$ cat src/rtl/sdm_adc_pkg.sv
// Shared types and defaults for the SDM/ADC acquisition sequencer.
// Holds the state encoding, the default strobe periods and the period-resolve helper.
package sdm_adc_pkg;

  typedef enum logic [1:0] {
    StIdle = 2'd0,
    StArm  = 2'd1,
    StRun  = 2'd2,
    StDone = 2'd3
  } acq_state_e;

  localparam int unsigned AdcCycDefault = 20;
  localparam int unsigned SdmCycDefault = 4;

  // A period below 2 cannot produce distinct one-cycle pulses, so it falls back to the default.
  function automatic int unsigned resolve_period(input int unsigned val, input int unsigned dflt);
    return (val < 2) ? dflt : val;
  endfunction

endpackage

$ cat src/rtl/sdm_adc_acq_sequencer_strobe_gen.sv
// Programmable period counter producing a registered one-cycle strobe.
// issued_o/dropped_o report, at the raising edge, whether the strobe goes out or is suppressed.
module sdm_adc_acq_sequencer_strobe_gen #(
  parameter int unsigned DIV_W = 8
) (
  input  logic             clk,
  input  logic             reset,
  input  logic             clear_i,
  input  logic             count_i,
  input  logic             gate_i,
  input  logic             suppress_i,
  input  logic [DIV_W-1:0] period_i,
  output logic             strobe_o,
  output logic             issued_o,
  output logic             dropped_o
);

  logic [DIV_W-1:0] cnt_q, cnt_d;
  logic             strobe_q, strobe_d;
  logic             hit;

  assign hit = count_i && (cnt_q == (period_i - DIV_W'(1)));

  always_comb begin
    cnt_d = cnt_q;
    if (clear_i) begin
      cnt_d = '0;
    end else if (count_i) begin
      cnt_d = hit ? '0 : cnt_q + DIV_W'(1);
    end
  end

  // The counter keeps running when suppressed so the time base is not shifted.
  always_comb begin
    issued_o  = hit && gate_i && !suppress_i;
    dropped_o = hit && gate_i && suppress_i;
    strobe_d  = issued_o;
  end

  always_ff @(posedge clk or posedge reset) begin
    if (reset) begin
      cnt_q    <= '0;
      strobe_q <= 1'b0;
    end else begin
      cnt_q    <= cnt_d;
      strobe_q <= strobe_d;
    end
  end

  assign strobe_o = strobe_q;

endmodule

$ cat src/rtl/sdm_adc_acq_sequencer.sv
// Acquisition controller generating ADC/SDM sample strobes for the data aggregator.
// Runs finite or continuous acquisitions, honours FIFO backpressure and counts dropped frames.
module sdm_adc_acq_sequencer
  import sdm_adc_pkg::*;
#(
  parameter int unsigned ADC_CYC = AdcCycDefault,
  parameter int unsigned SDM_CYC = SdmCycDefault,
  parameter int unsigned DIV_W   = 8,
  parameter int unsigned CNT_W   = 32
) (
  input  logic             clk,
  input  logic             reset,
  input  logic             start,
  input  logic             stop,
  input  logic             trig_sel,
  input  logic             trig_ext,
  input  logic [CNT_W-1:0] n_frames,
  input  logic [DIV_W-1:0] adc_div,
  input  logic [DIV_W-1:0] sdm_div,
  input  logic             fifo_full,
  output logic             adc_q_valid,
  output logic             sdm_q_valid,
  output logic             busy,
  output logic             done,
  output logic [CNT_W-1:0] frame_cnt,
  output logic [CNT_W-1:0] drop_cnt
);

  acq_state_e       state_q, state_d;
  logic [DIV_W-1:0] adc_per_q, adc_per_d;
  logic [DIV_W-1:0] sdm_per_q, sdm_per_d;
  logic [CNT_W-1:0] n_frames_q, n_frames_d;
  logic [CNT_W-1:0] frame_cnt_q, frame_cnt_d;
  logic [CNT_W-1:0] drop_cnt_q, drop_cnt_d;
  logic             busy_q, busy_d;
  logic             done_q, done_d;
  logic             trig_prev_q;
  logic             launch, last_frame, running, gate;
  logic             adc_issued, adc_dropped;
  logic             unused_sdm_issued, unused_sdm_dropped;

  // The strobe that brought frame_cnt up to the target is visible now, so stop after it.
  assign last_frame = adc_q_valid && (n_frames_q != '0) && (frame_cnt_q == n_frames_q);
  assign running    = (state_q == StRun);
  assign gate       = (state_d == StRun);

  always_comb begin
    state_d = state_q;
    launch  = 1'b0;
    case (state_q)
      StIdle, StDone: begin
        if (start) begin
          launch  = 1'b1;
          state_d = stop ? StDone : StArm;
        end
      end
      StArm: begin
        if (stop) begin
          state_d = StDone;
        end else if (!trig_sel || (trig_ext && !trig_prev_q)) begin
          state_d = StRun;
        end
      end
      StRun: begin
        if (stop || last_frame) begin
          state_d = StDone;
        end
      end
      default: state_d = StIdle;
    endcase
  end

  always_comb begin
    adc_per_d   = adc_per_q;
    sdm_per_d   = sdm_per_q;
    n_frames_d  = n_frames_q;
    frame_cnt_d = frame_cnt_q;
    drop_cnt_d  = drop_cnt_q;
    if (launch) begin
      adc_per_d   = DIV_W'(resolve_period(32'(adc_div), ADC_CYC));
      sdm_per_d   = DIV_W'(resolve_period(32'(sdm_div), SDM_CYC));
      n_frames_d  = n_frames;
      frame_cnt_d = '0;
      drop_cnt_d  = '0;
    end else begin
      if (adc_issued) begin
        frame_cnt_d = frame_cnt_q + CNT_W'(1);
      end
      if (adc_dropped && (drop_cnt_q != '1)) begin
        drop_cnt_d = drop_cnt_q + CNT_W'(1);
      end
    end
    busy_d = (state_d == StArm) || (state_d == StRun);
    done_d = (state_d == StDone);
  end

  always_ff @(posedge clk or posedge reset) begin
    if (reset) begin
      state_q     <= StIdle;
      adc_per_q   <= DIV_W'(ADC_CYC);
      sdm_per_q   <= DIV_W'(SDM_CYC);
      n_frames_q  <= '0;
      frame_cnt_q <= '0;
      drop_cnt_q  <= '0;
      busy_q      <= 1'b0;
      done_q      <= 1'b0;
      trig_prev_q <= 1'b0;
    end else begin
      state_q     <= state_d;
      adc_per_q   <= adc_per_d;
      sdm_per_q   <= sdm_per_d;
      n_frames_q  <= n_frames_d;
      frame_cnt_q <= frame_cnt_d;
      drop_cnt_q  <= drop_cnt_d;
      busy_q      <= busy_d;
      done_q      <= done_d;
      trig_prev_q <= trig_ext;
    end
  end

  sdm_adc_acq_sequencer_strobe_gen #(
    .DIV_W(DIV_W)
  ) u_adc_strobe (
    .clk       (clk),
    .reset     (reset),
    .clear_i   (!running),
    .count_i   (running),
    .gate_i    (gate),
    .suppress_i(fifo_full),
    .period_i  (adc_per_q),
    .strobe_o  (adc_q_valid),
    .issued_o  (adc_issued),
    .dropped_o (adc_dropped)
  );

  sdm_adc_acq_sequencer_strobe_gen #(
    .DIV_W(DIV_W)
  ) u_sdm_strobe (
    .clk       (clk),
    .reset     (reset),
    .clear_i   (!running),
    .count_i   (running),
    .gate_i    (gate),
    .suppress_i(fifo_full),
    .period_i  (sdm_per_q),
    .strobe_o  (sdm_q_valid),
    .issued_o  (unused_sdm_issued),
    .dropped_o (unused_sdm_dropped)
  );

  assign busy      = busy_q;
  assign done      = done_q;
  assign frame_cnt = frame_cnt_q;
  assign drop_cnt  = drop_cnt_q;

endmodule

$ cat config.mk
export PLATFORM = sky130hd
export DESIGN_NAME = sdm_adc_acq_sequencer
export DESIGN_NICKNAME = d
export VERILOG_FILES = /design/src/rtl/sdm_adc_pkg.sv /design/src/rtl/sdm_adc_acq_sequencer_strobe_gen.sv /design/src/rtl/sdm_adc_acq_sequencer.sv
export SDC_FILE = /design/constraint.sdc
export NUM_CORES = 1
export LEC_CHECK = 0
export CAP_MARGIN = 40
export CORE_MARGIN = 4
export CORE_UTILIZATION = 46
export CTS_CLUSTER_SIZE = 16
export DETAILED_ROUTE_END_ITERATION = 8
export GPL_TIMING_DRIVEN = 1
export PLACE_DENSITY = 0.72
export SETUP_SLACK_MARGIN = 0.3
export SYNTH_ARGS = -nofsm -noshare
export SYNTH_HDL_FRONTEND = slang
export SYNTH_HIERARCHICAL = 1
export SYNTH_SLANG_ARGS = --single-unit
$ cat constraint.sdc
create_clock -name clk -period 5.3 [get_ports clk]
set_clock_uncertainty 0.15 [all_clocks]
set_input_delay 0.795 -clock clk [delete_from_list [all_inputs] [get_ports clk]]
set_output_delay 0.795 -clock clk [all_outputs]
set_load 0.005 [all_outputs]
==> out/results.ini <==
[setup_path]
reg2reg_slack_ns = 0.96
crit_type = primary input to flip-flop
crit_required_ns = 5.47
worstReg2RegEnd = frame_cnt[31]
rr_startpoint = n_frames_q[0]
critical_path.endpoint = frame_cnt[31]
cp-startpoint = trig_ext
reg2reg_depth = 14
end_kind = flip-flop
arrival_ns = 4.52
path_max_fanout = 12
start_kind = primary input

[grt]
antenna_found_initial = 0
grt_pass1_wl_mm = 32.2
grt.overflow.total = 0
grt_start_max_net_pins = 80
track_usage_pct = 22.2
grt_pass1_vias = 6186

[final_layout]
drive_gt1_share_pct = 7.61
area_growth_pct = 27.5
fin_nets = 997
final_area_um2 = 9470
layout_common_cells = nand2_1, dfrtp_1, clkdlybuf4s50_1
final_common_cell = nand2_1
antenna_cells = 0

[routing]
wl_mm = 19.3
vias = 6351
drt-initial-drc-count = 482
drc = 0
ant_nets = 0
drtPass1Iterations = 6
wl_per_cell_um = 16.6
vias_per_cell = 5.47

[die]
die-width_um = 135
core_um2 = 15800
die_height_um = 135
ios = 123
rows = 46
start_util_pct = 46.9
design.die.area_um2 = 18200

[cts]
tritoncts = built
root_buffer = clkbuf_16
cts.clk_slew.worst_paths_ns = 0.06
cts_sinks = 135
insertion_delay_ns = 0.43
cts_buffers = 17
cts.path.max_buffers = 2
cts_hold_buffers = 0
cts_setup_buffers = 0
post_cts_resized = 0
htree_levels = 4

[sta]
fmax_ghz = 0.230
rsz0062_at_grt = false
hold_viol_final = 0
period_share_pct = 82.0
tightestPinTransition_ns = 0.790
fin_setup_tns_ns = 0
fin_crit_ns = 4.35
slew_viol_final = 0
setup_viol = 0
slew_headroom_pct = 47.3

[status]
status = completed

[job]
cap_violations = 0

[yosys]
syn-num-nets = 877
netlist_area_um2 = 7430
syn_inst = 813
yosysWarnings = 6
syn_avg_cell_area_um2 = 9.14

[place]
post-dp-hpwl_mm = 13.5
placed_cell_area_um2 = 8870
port_buffers = 122
place.gp.congestion = 0.857

[min_path]
hold_path_class = flip-flop to flip-flop

[power_and_ir_drop]
leakagePower_uw = 0.00413
powerDensity_nw_per_um2 = 406
peakVddDrop_uv = 335

[layout make-up]
class | instances | area, um^2
fillers | 1383 | 6360
clock buffers | 22 | 474
flip-flops and latches | 135 | 3380
repair buffers | 130 | 1300
multi-input cells | 627 | 3840
clock inverters | 10 | 118
inverters | 22 | 85.1
well taps | 216 | 270
[per-layer routing]
metal / track usage [%] / wire length, um
met4: 7.45 / 386
met3: 5.29 / 1040
met1: 30.8 / 8860
met5: 0 / 0
met2: 34.3 / 8990
[sequential cells by signal, indices dropped and copies added (netlist names), 2 cells and up]
register and flops:
adc_per_q 8, drop_cnt 32, frame_cnt 32, n_frames_q 32, sdm_per_q 8, state_q 2
u_adc_strobe/cnt_q 8, u_sdm_strobe/cnt_q 8
[worst max-delay path, stage by stage]
cell,delay [ns]
clkdlybuf4s50_1,0.47
nand2b_1,0.07
a31o_2,0.25
a211oi_1,0.24
a31oi_1,0.11
a21oi_1,0.17
ha_1,0.22
inv_1,0.06
a2111oi_2,0.45
nor2b_1,0.26
nand3_2,0.12
or4_4,0.66
nor3_2,0.30
a31oi_1,0.13
a41o_1,0.21
[through the flow]
step                      total power [uW]  cells  hold slack (ns)  worst slack [ns]  util [%]
final                                 3840   1162            0.362             0.953      59.8
after global routing                  4090   1162            0.381             0.648      59.8
after CTS                             3870   1162            0.366             0.950      59.8
after detailed placement              2660   1130            0.345             0.536      56.1
after global placement                2610   1129            0.344             0.659      55.9
after floorplan                       2290    813            0.315              1.26         -
[where the power goes]
group          total, uW  internal (uW)  switching, uW
clock               1190            731            463
sequential          1480           1250            231
combinational       1170            473            697
[worst min path at each step]
stage | startpoint | to | slack, ns | depth (start not counted)
global route | adc_per_q[7] | adc_per_q[7] | 0.38 | 2
global placement | adc_per_q[7] | adc_per_q[7] | 0.34 | 2
CTS | sdm_per_q[7] | sdm_per_q[7] | 0.37 | 2
detailed placement | sdm_per_q[7] | sdm_per_q[7] | 0.34 | 2
floorplan | adc_per_q[7] | adc_per_q[7] | 0.32 | 2
finish | adc_per_q[7] | adc_per_q[7] | 0.36 | 2
No activity file was read; power rests on OpenSTA's default activity.
